**src/rtl/ysyx_24100027_ifu_if.sv**
```systemverilog
// Fetch-side bus bundle: imem request/response channel plus the decode handoff.
interface ysyx_24100027_ifu_if #(
  parameter int XLEN = 32
);
  logic            imem_req_valid;
  logic            imem_req_ready;
  logic [XLEN-1:0] imem_addr;
  logic            imem_resp_valid;
  logic [31:0]     imem_resp_data;
  logic            imem_resp_err;
  logic            inst_valid;
  logic            inst_ready;
  logic [31:0]     inst;
  logic [XLEN-1:0] inst_pc;

  modport master (
    output imem_req_valid, imem_addr, inst_valid, inst, inst_pc,
    input  imem_req_ready, imem_resp_valid, imem_resp_data, imem_resp_err, inst_ready
  );

  modport slave (
    input  imem_req_valid, imem_addr, inst_valid, inst, inst_pc,
    output imem_req_ready, imem_resp_valid, imem_resp_data, imem_resp_err, inst_ready
  );
endinterface

```
**src/rtl/ysyx_24100027_ifu.sv**
```systemverilog
// Instruction fetch unit: owns the PC, fetches one instruction at a time and
// computes the next PC from the branch selects when execute commits.
//
// state   | meaning
// S_REQ   | imem request offered at pc
// S_RESP  | waiting for imem response
// S_ISSUE | instruction offered to decode
// S_EXEC  | waiting for commit from execute
// S_FAULT | sticky fault, no further fetches
module ysyx_24100027_ifu #(
  parameter int              XLEN     = 32,
  parameter logic [XLEN-1:0] RESET_PC = 32'h8000_0000
) (
  input  logic                   clk,
  input  logic                   rst_n,
  input  logic                   pc_a_sel_i,
  input  logic                   pc_b_sel_i,
  input  logic [XLEN-1:0]        imm_i,
  input  logic [XLEN-1:0]        rs1_data_i,
  input  logic                   commit_i,
  ysyx_24100027_ifu_if.master    bus,
  output logic                   fetch_fault_o,
  output logic [31:0]            retire_cnt_o
);

  localparam logic [2:0] S_REQ   = 3'd0;
  localparam logic [2:0] S_RESP  = 3'd1;
  localparam logic [2:0] S_ISSUE = 3'd2;
  localparam logic [2:0] S_EXEC  = 3'd3;
  localparam logic [2:0] S_FAULT = 3'd4;

  logic [2:0]      state_q, state_d;
  logic [XLEN-1:0] pc_q, pc_d;
  logic [31:0]     inst_q, inst_d;
  logic [XLEN-1:0] inst_pc_q, inst_pc_d;
  logic [31:0]     cnt_q, cnt_d;
  logic            run_q;

  logic [XLEN-1:0] addend;
  logic [XLEN-1:0] base;
  logic [XLEN-1:0] sum;
  logic [XLEN-1:0] next_pc;

  always_comb begin
    addend  = pc_a_sel_i ? imm_i : XLEN'(4);
    base    = pc_b_sel_i ? rs1_data_i : pc_q;
    sum     = addend + base;
    // JALR targets always have bit 0 cleared
    next_pc = pc_b_sel_i ? {sum[XLEN-1:1], 1'b0} : sum;
  end

  always_comb begin
    state_d   = state_q;
    pc_d      = pc_q;
    inst_d    = inst_q;
    inst_pc_d = inst_pc_q;
    cnt_d     = cnt_q;
    case (state_q)
      S_REQ: begin
        if (run_q && bus.imem_req_ready) begin
          state_d = S_RESP;
        end
      end
      S_RESP: begin
        if (bus.imem_resp_valid) begin
          if (bus.imem_resp_err) begin
            state_d = S_FAULT;
          end else begin
            inst_d    = bus.imem_resp_data;
            inst_pc_d = pc_q;
            state_d   = S_ISSUE;
          end
        end
      end
      S_ISSUE: begin
        if (bus.inst_ready) begin
          state_d = S_EXEC;
        end
      end
      S_EXEC: begin
        if (commit_i) begin
          cnt_d = cnt_q + 32'd1;
          if (next_pc[1]) begin
            state_d = S_FAULT;
          end else begin
            pc_d    = next_pc;
            state_d = S_REQ;
          end
        end
      end
      S_FAULT: state_d = S_FAULT;
      default: state_d = S_FAULT;
    endcase
  end

  // run_q holds requests off until the first edge after reset release
  always_ff @(posedge clk or negedge rst_n) begin
    if (!rst_n) begin
      state_q   <= S_REQ;
      pc_q      <= RESET_PC;
      inst_q    <= 32'd0;
      inst_pc_q <= RESET_PC;
      cnt_q     <= 32'd0;
      run_q     <= 1'b0;
    end else begin
      state_q   <= state_d;
      pc_q      <= pc_d;
      inst_q    <= inst_d;
      inst_pc_q <= inst_pc_d;
      cnt_q     <= cnt_d;
      run_q     <= 1'b1;
    end
  end

  assign bus.imem_req_valid = run_q && (state_q == S_REQ);
  assign bus.imem_addr      = pc_q;
  assign bus.inst_valid     = (state_q == S_ISSUE);
  assign bus.inst           = inst_q;
  assign bus.inst_pc        = inst_pc_q;
  assign fetch_fault_o      = (state_q == S_FAULT);
  assign retire_cnt_o       = cnt_q;

endmodule

```
**src/flat_wrapper.sv**
```systemverilog
// flat-port wrapper written by rule: the top's interface ports become plain ports
module ysyx_24100027_ifu_flat 
#(
  parameter int              XLEN     = 32,
  parameter logic [XLEN-1:0] RESET_PC = 32'h8000_0000
)
  (clk, rst_n, pc_a_sel_i, pc_b_sel_i, imm_i, rs1_data_i, commit_i, fetch_fault_o, retire_cnt_o, bus_imem_req_valid, bus_imem_addr, bus_inst_valid, bus_inst, bus_inst_pc, bus_imem_req_ready, bus_imem_resp_valid, bus_imem_resp_data, bus_imem_resp_err, bus_inst_ready);
  ysyx_24100027_ifu_if #(.XLEN(XLEN)) bus_i ();
  input  logic clk;
  input  logic rst_n;
  input  logic pc_a_sel_i;
  input  logic pc_b_sel_i;
  input  logic [XLEN-1:0] imm_i;
  input  logic [XLEN-1:0] rs1_data_i;
  input  logic commit_i;
  output logic fetch_fault_o;
  output logic [31:0] retire_cnt_o;
  output wire logic [$bits(bus_i.imem_req_valid)-1:0] bus_imem_req_valid;
  output wire logic [$bits(bus_i.imem_addr)-1:0] bus_imem_addr;
  output wire logic [$bits(bus_i.inst_valid)-1:0] bus_inst_valid;
  output wire logic [$bits(bus_i.inst)-1:0] bus_inst;
  output wire logic [$bits(bus_i.inst_pc)-1:0] bus_inst_pc;
  input wire logic [$bits(bus_i.imem_req_ready)-1:0] bus_imem_req_ready;
  input wire logic [$bits(bus_i.imem_resp_valid)-1:0] bus_imem_resp_valid;
  input wire logic [$bits(bus_i.imem_resp_data)-1:0] bus_imem_resp_data;
  input wire logic [$bits(bus_i.imem_resp_err)-1:0] bus_imem_resp_err;
  input wire logic [$bits(bus_i.inst_ready)-1:0] bus_inst_ready;
  assign bus_imem_req_valid = bus_i.imem_req_valid;
  assign bus_imem_addr = bus_i.imem_addr;
  assign bus_inst_valid = bus_i.inst_valid;
  assign bus_inst = bus_i.inst;
  assign bus_inst_pc = bus_i.inst_pc;
  assign bus_i.imem_req_ready = bus_imem_req_ready;
  assign bus_i.imem_resp_valid = bus_imem_resp_valid;
  assign bus_i.imem_resp_data = bus_imem_resp_data;
  assign bus_i.imem_resp_err = bus_imem_resp_err;
  assign bus_i.inst_ready = bus_inst_ready;
  ysyx_24100027_ifu #(.XLEN(XLEN), .RESET_PC(RESET_PC)) u_core (.clk(clk), .rst_n(rst_n), .pc_a_sel_i(pc_a_sel_i), .pc_b_sel_i(pc_b_sel_i), .imm_i(imm_i), .rs1_data_i(rs1_data_i), .commit_i(commit_i), .bus(bus_i), .fetch_fault_o(fetch_fault_o), .retire_cnt_o(retire_cnt_o));
endmodule
```
**config.mk**
```make
export PLATFORM = sky130hd
export DESIGN_NAME = ysyx_24100027_ifu_flat
export DESIGN_NICKNAME = d
export VERILOG_FILES = /design/src/rtl/ysyx_24100027_ifu_if.sv /design/src/rtl/ysyx_24100027_ifu.sv /design/src/flat_wrapper.sv
export SDC_FILE = /design/constraint.sdc
export NUM_CORES = 1
export LEC_CHECK = 0
export CAP_MARGIN = 10
export CELL_PAD_IN_SITES_DETAIL_PLACEMENT = 0
export CELL_PAD_IN_SITES_GLOBAL_PLACEMENT = 2
export CORE_MARGIN = 8
export CORE_UTILIZATION = 29
export CTS_BUF_LIST = sky130_fd_sc_hd__clkbuf_4 sky130_fd_sc_hd__clkbuf_8
export DETAILED_ROUTE_END_ITERATION = 16
export GPL_TIMING_DRIVEN = 0
export PLACE_DENSITY = 0.8
export REMOVE_ABC_BUFFERS = 1
export SYNTH_ARGS = -nofsm -noshare
export SYNTH_HDL_FRONTEND = slang
export SYNTH_SLANG_ARGS = --single-unit
```
**constraint.sdc**
```tcl
create_clock -name clk -period 3.3 [get_ports clk]
set_input_delay 0.66 -clock clk [delete_from_list [all_inputs] [get_ports clk]]
set_output_delay 0.66 -clock clk [all_outputs]
set_load 0.02 [all_outputs]
```
# ---- Yosys cells after proc, flatten, opt, wreduce, memory -nomap -nowiden
# Cells that the tools add are included.
dict set report op_classes {
  add_sub_neg 2
  eq_ne 8
  n_mux 10
  bitwise 2
  reduce_logical 7
}
# operator count
set op_table {}
lappend op_table {{32-bit two-way mux} 2}
lappend op_table {{32-bit by 1-bit adder with 32-bit output, second input constant} 1}
lappend op_table {{32-bit adder} 1}
lappend op_table {{3-bit two-way mux} 6}
lappend op_table {{3-bit one-hot mux with 4 select lines} 1}
lappend op_table {{3-bit by 2-bit == test with 1-bit output, second input constant} 2}
lappend op_table {{3-bit AND reduction} 2}
lappend op_table {{2-bit by 1-bit inequality test with 1-bit output, second input constant} 2}
lappend op_table {{2-bit inequality test, second input constant} 2}
lappend op_table {{4-bit AND reduction} 1}
lappend op_table {{3-bit by 1-bit == test with 1-bit output, second input constant} 1}
lappend op_table {{3-bit == test, second input constant} 1}
lappend op_table {{3-bit zero test} 1}
lappend op_table {{1-bit logical AND} 2}
lappend op_table {{1-bit NOT} 2}
lappend op_table {{2-bit AND reduction} 1}
lappend op_table {{1-bit two-way mux} 1}
dict set report totals {
  register_bits 130
  input_bits 105
  word_cells 35
}

# ---- Longest topological paths before layout
dict set report logic_depth {
  word_depth 5
  depth_mapped 12
}

# ---- Worst setup path after synthesis
# OpenSTA, ideal clock, no wires.
dict set report synth_timing {
  kind {input port to flip-flop}
  start {input pc_b_sel_i}
  end {register u_core.pc_q[13] (netlist: u_core.bus.imem_addr[13])}
  setup_ns 0.133
  arrival_ns 3.389
  required_time_ns 3.167
  path_slack_ns -0.222
  cell_stages 11
  cell_sequence {clkbuf_1 > clkbuf_1 > mux2_2 > ha_1 > a21o_1 > a31o_2 > o211ai_1 > or4b_1 > a21oi_1 > xor2_1 > o21ai_0}
}
dict set report synth_via {
  elab_chain_len 4
}
# element line
set synth_rtl {}
lappend synth_rtl {{start: declaration} flat_wrapper.sv:12} ;# input logic pc_b_sel_i;
lappend synth_rtl {{32-bit two-way mux (*)} ysyx_24100027_ifu.sv:46} ;# base = pc_b_sel_i ? rs1_data_i : pc_q;
lappend synth_rtl {{32-bit adder (*)} ysyx_24100027_ifu.sv:47} ;# sum = addend + base;
lappend synth_rtl {{1-bit NOT (no source line)} -}
lappend synth_rtl {{3-bit AND reduction (no source line)} -}
lappend synth_rtl {{end signal: assignment} ysyx_24100027_ifu.sv:107} ;# pc_q <= pc_d;
lappend synth_rtl {{end: declaration} ysyx_24100027_ifu.sv:33} ;# logic [XLEN-1:0] pc_q, pc_d;
# Every way passes the cells marked *; elsewhere a longest branch is shown, timed or not.
# A chain may end at the register's enable or synchronous reset.

# ---- Final worst setup path
dict set report layout_timing {
  start {input rs1_data_i[0]}
  end {register u_core.pc_q[24] (netlist: u_core.bus.imem_addr[24])}
}
dict set report layout_via {
  elab_chain_len 4
}
# element line
set layout_rtl {}
lappend layout_rtl {{start: declaration} flat_wrapper.sv:14} ;# input logic [XLEN-1:0] rs1_data_i;
lappend layout_rtl {{32-bit two-way mux (*)} ysyx_24100027_ifu.sv:46}
lappend layout_rtl {{32-bit adder (*)} ysyx_24100027_ifu.sv:47}
lappend layout_rtl {{1-bit NOT (no source line)} -}
lappend layout_rtl {{3-bit AND reduction (no source line)} -}
# Marks and branches as above.

==> impl_summary.log <==
INFO  metric die_h = 176 um
INFO  metric portBuffers = 233
INFO  metric placed_cells_incl_taps = 1247
INFO  metric timing_worst_setup_path_type = in -> reg
INFO  metric critPathMaxFanout = 5
INFO  metric report.final.setup_viol = 0
INFO  metric wl = 22600 um
INFO  metric post_route_cells_drive_above_1_share = 0.161
INFO  metric number_of_enable_type_register_cells_in_the_synthesized_netlist = 0
INFO  metric fp.dieArea = 31000 um^2
INFO  metric first_pass_iters = 4
INFO  metric n_antenna_cell = 0
INFO  metric fin_skew = 0.0236 ns
INFO  metric cts_made_buffers = 17
INFO  metric drt.antenna.violating_nets = 0
INFO  metric drc = 0
INFO  metric rows = 58
INFO  metric post_synthesis_cell_type_with_the_largest_combined_area = sky130_fd_sc_hd__dfrtp_1
INFO  metric ys_top_cells_by_count = 128 x sky130_fd_sc_hd__dfrtp_1, 94 x sky130_fd_sc_hd__mux2_2, 80 x sky130_fd_sc_hd__nand2_1, 43 x sky130_fd_sc_hd__o21ai_0, 40 x sky130_fd_sc_hd__a21oi_1
INFO  metric ioPinCount = 236
INFO  metric grt_antenna_before_repair = 2
INFO  metric crit-reg2reg-capture = u_core.bus.imem_addr[24]$_DFFE_PN0P_
INFO  metric gp_congestion = 0.796
INFO  metric synthArstFlopShare = 1.00
INFO  metric cp_slowest_stage_delay = 0.45 ns
INFO  metric final_cell_area = 10600 um^2
INFO  metric numClockSinks = 130
INFO  metric routed-via-count = 6046
INFO  metric synth-warning-count = 0
INFO  metric synthCells = 712
INFO  metric ff2ff_path_depth = 11
INFO  metric commonest_register_cell_after_synthesis = sky130_fd_sc_hd__dfrtp_1
INFO  metric ys_ff_latch = 130
INFO  metric required = 3.62 ns
INFO  metric via_count_of_the_first_global_routing_pass = 6237
INFO  metric cts_tree = yes
INFO  metric cts_max_level = 4
INFO  metric core-area = 25200 um^2
INFO  metric fmaxAchievable = 317 MHz
INFO  metric critical_r2r_launch = u_core.bus.imem_addr[0]$_DFFE_PN0P_
INFO  metric outcome = finished, final reports clean
INFO  metric detail_route.vias_per_cell = 4.72
INFO  metric area_growth = 42.6%
INFO  metric globalRoute.totalOverflow = 0
INFO  metric finish.utilization = 0.421
INFO  metric placedInstanceArea = 10100 um^2
INFO  metric clk_pin_slew_worst_paths = 0.09 ns
INFO  metric final_cells = 1280
INFO  metric post_synth.cell_area_avg = 10.5 um^2
INFO  metric final-hold-violation-count = 0
INFO  metric post-route-min-period = 3.16 ns
INFO  metric drt-initial-drc-count = 328
INFO  metric worst_setup_path_end_kind = flop
INFO  metric max-vdd-ir-drop = 0.293 mV
INFO  metric insertion_delay = 0.45 ns
INFO  metric report.final.slew_viol_count = 0
INFO  metric power.leakage = 4.72 nW
INFO  metric post-synth-top-area-fraction = 0.430
INFO  metric cp-start-kind = input pin
INFO  metric reg2reg_slack = 0.38 ns
INFO  metric power.density = 578 nW/um^2
INFO  metric routed_wirelength_normalized_by_instance_count = 17.7 um
INFO  metric die_width = 176 um
INFO  metric cts-root-buf = sky130_fd_sc_hd__clkbuf_8
INFO  metric worstSetupStartpoint = rs1_data_i[0]
INFO  metric netlist-cell-type-count = 57
INFO  metric cts_hold_buffers = 0
INFO  metric syn_area = 7440 um^2
INFO  metric seq_area_frac_synth = 0.437
INFO  metric hpwlAfterDp = 17300 um
INFO  metric grt_max_degree = 67
INFO  metric grt_use_total = 0.145
INFO  metric hold_class = in -> async
INFO  metric crit_path_cell_trace = clkdlybuf4s50_1, mux2_2, ha_1, inv_1, fa_1, nor2b_2, o2111ai_2, a31o_4, o31ai_4, a21oi_2, and4_1, or3_1
INFO  metric netlist_top_cells_area = sky130_fd_sc_hd__dfrtp_1 43%, sky130_fd_sc_hd__mux2_2 14%, sky130_fd_sc_hd__ha_1 5.4%, sky130_fd_sc_hd__nand2_1 4.0%, sky130_fd_sc_hd__xnor2_1 3.5%
INFO  metric cts_buffer_depth = 2
INFO  metric design.final.nets = 1075
INFO  metric timing.final.crit_share = 0.957
INFO  metric worstPathArrival = 3.48 ns
INFO  metric grt_first_pass_wirelength = 35800 um
INFO  metric initial_core_util = 0.296
INFO  metric yosys.cell_count.top_type = sky130_fd_sc_hd__dfrtp_1
INFO  metric worst_slew_pin_slew = 0.648 ns
INFO  metric crit_path_top_delay_cell = sky130_fd_sc_hd__clkdlybuf4s50_1
INFO  metric max-slew-margin-rel = 0.568
INFO  metric max-cap-violations = 0
INFO  metric rsz0062_at_grt = false
[report_power, final]
group          total, W  switching [W]  internal (W)
Sequential      0.00220       0.000245       0.00195
Clock           0.00155       0.000765      0.000784
Combinational   0.00238        0.00117       0.00121
Total           0.00613        0.00218       0.00395
[worst max-delay path: cells and delay by family]
kind,cells,cell delay (ns)
and+or+nand+nor,3,0.73
adders and majority gates,2,0.59
AOI/OAI and AO/OA,4,0.85
muxes,1,0.14
buffers and inverters,2,0.51
[metal layers]
metal | track usage | part of all wire
met2 | 0.233 | 0.47
met1 | 0.189 | 0.45
met4 | 0.0357 | 0.011
met5 | 0 | 0.0012
met3 | 0.0432 | 0.065
[area by class of cell]
type,count,area (um^2)
fillers,2470,14600
multi-input cells,545,4060
flip-flops and latches,130,3260
repair buffers,237,2420
well taps,330,413
clock buffers,18,241
clock inverters,14,190
inverters,6,22.5
[metrics by stage]
| stage | total power, W | setup slack (ns) | hold slack (ns) | setup TNS [ns] |
|---|---|---|---|---|
| 6_report | 0.00613 | 0.141 | 0.199 | 0 |
| 5_1_grt | 0.00650 | 0.0249 | 0.218 | 0 |
| 4_1_cts | 0.00623 | 0.0108 | 0.212 | 0 |
| 3_5_place_dp | 0.00464 | -1.47 | 0.465 | -27.45 |
| 3_3_place_gp | 0.00461 | -4.26 | 0.458 | -728.40 |
| 2_1_floorplan | 0.00345 | 0.106 | 0.364 | 0 |
[kinds of logic after synthesis]
kind of cell | synth area share
and+or+nand+nor | 0.155
AOI/OAI and AO/OA | 0.117
DFF | 0.437
muxes | 0.144
xor gates and xnor gates | 0.0669
buffers and inverters | 0.0232
adders and majority gates | 0.0565
other | 0.00101
[flip-flops by register name, indices dropped and copies added (netlist names)]
| signal | count |
|---|---|
| u_core.bus.inst | 32 |
| u_core.run_q | 1 |
| u_core.retire_cnt_o | 32 |
| u_core.bus.inst_pc | 31 |
| u_core.bus.imem_addr | 31 |
| u_core.state_q | 3 |
[how the worst max path moves through the flow]
| stage | to | cells past startpoint | slack (ns) |
|---|---|---|---|
| after floorplan | u_core.bus.imem_addr[24]$_DFFE_PN0P_ | 7 | 0.11 |
| after global routing | u_core.bus.imem_addr[24]$_DFFE_PN0P_ | 12 | 0.02 |
| final | u_core.bus.imem_addr[24]$_DFFE_PN0P_ | 12 | 0.14 |
| after detailed placement | u_core.bus.imem_addr[24]$_DFFE_PN0P_ | 12 | -1.47 |
| after global placement | u_core.bus.inst_pc[27]$_DFFE_PN0P_ | 1 | -4.26 |
| after CTS | u_core.bus.imem_addr[24]$_DFFE_PN0P_ | 12 | 0.01 |
[what timing repair did]
action	CTS	global route
buffers inserted	1	0
resized for setup	8	6
endpoints found under the setup margin	30	5
pin swaps	1	2
[layout by cell type (no fill, tap or decap), types with 3 or more instances in the layout]
cell,synthesis,final
sky130_fd_sc_hd__nor3_1,4,4
sky130_fd_sc_hd__bufinv_16,0,3
sky130_fd_sc_hd__ha_1,32,32
sky130_fd_sc_hd__a31oi_1,6,6
sky130_fd_sc_hd__nand2_1,80,79
sky130_fd_sc_hd__mux2_2,94,94
sky130_fd_sc_hd__a21oi_1,40,39
sky130_fd_sc_hd__dfrtp_1,128,128
sky130_fd_sc_hd__inv_6,0,5
sky130_fd_sc_hd__clkbuf_8,0,17
sky130_fd_sc_hd__nand3_1,15,14
sky130_fd_sc_hd__a21o_1,18,18
sky130_fd_sc_hd__o2111ai_1,4,3
sky130_fd_sc_hd__inv_1,6,6
sky130_fd_sc_hd__clkinvlp_4,0,3
sky130_fd_sc_hd__nand4_1,10,10
sky130_fd_sc_hd__or3_1,4,4
sky130_fd_sc_hd__and4_1,7,7
sky130_fd_sc_hd__o211ai_1,4,4
sky130_fd_sc_hd__and3_1,14,14
sky130_fd_sc_hd__nand2b_1,6,6
sky130_fd_sc_hd__nor2_1,23,23
sky130_fd_sc_hd__conb_1,2,3
sky130_fd_sc_hd__o31ai_1,5,3
sky130_fd_sc_hd__clkdlybuf4s50_1,0,230
sky130_fd_sc_hd__inv_8,0,3
sky130_fd_sc_hd__o21ai_0,43,43
sky130_fd_sc_hd__xnor2_1,30,30
sky130_fd_sc_hd__and2_1,34,34
sky130_fd_sc_hd__xor2_1,25,25
sky130_fd_sc_hd__buf_16,0,3
sky130_fd_sc_hd__nor4_1,4,4
sky130_fd_sc_hd__a21boi_0,3,3
(Power assumes the default switching activity.)
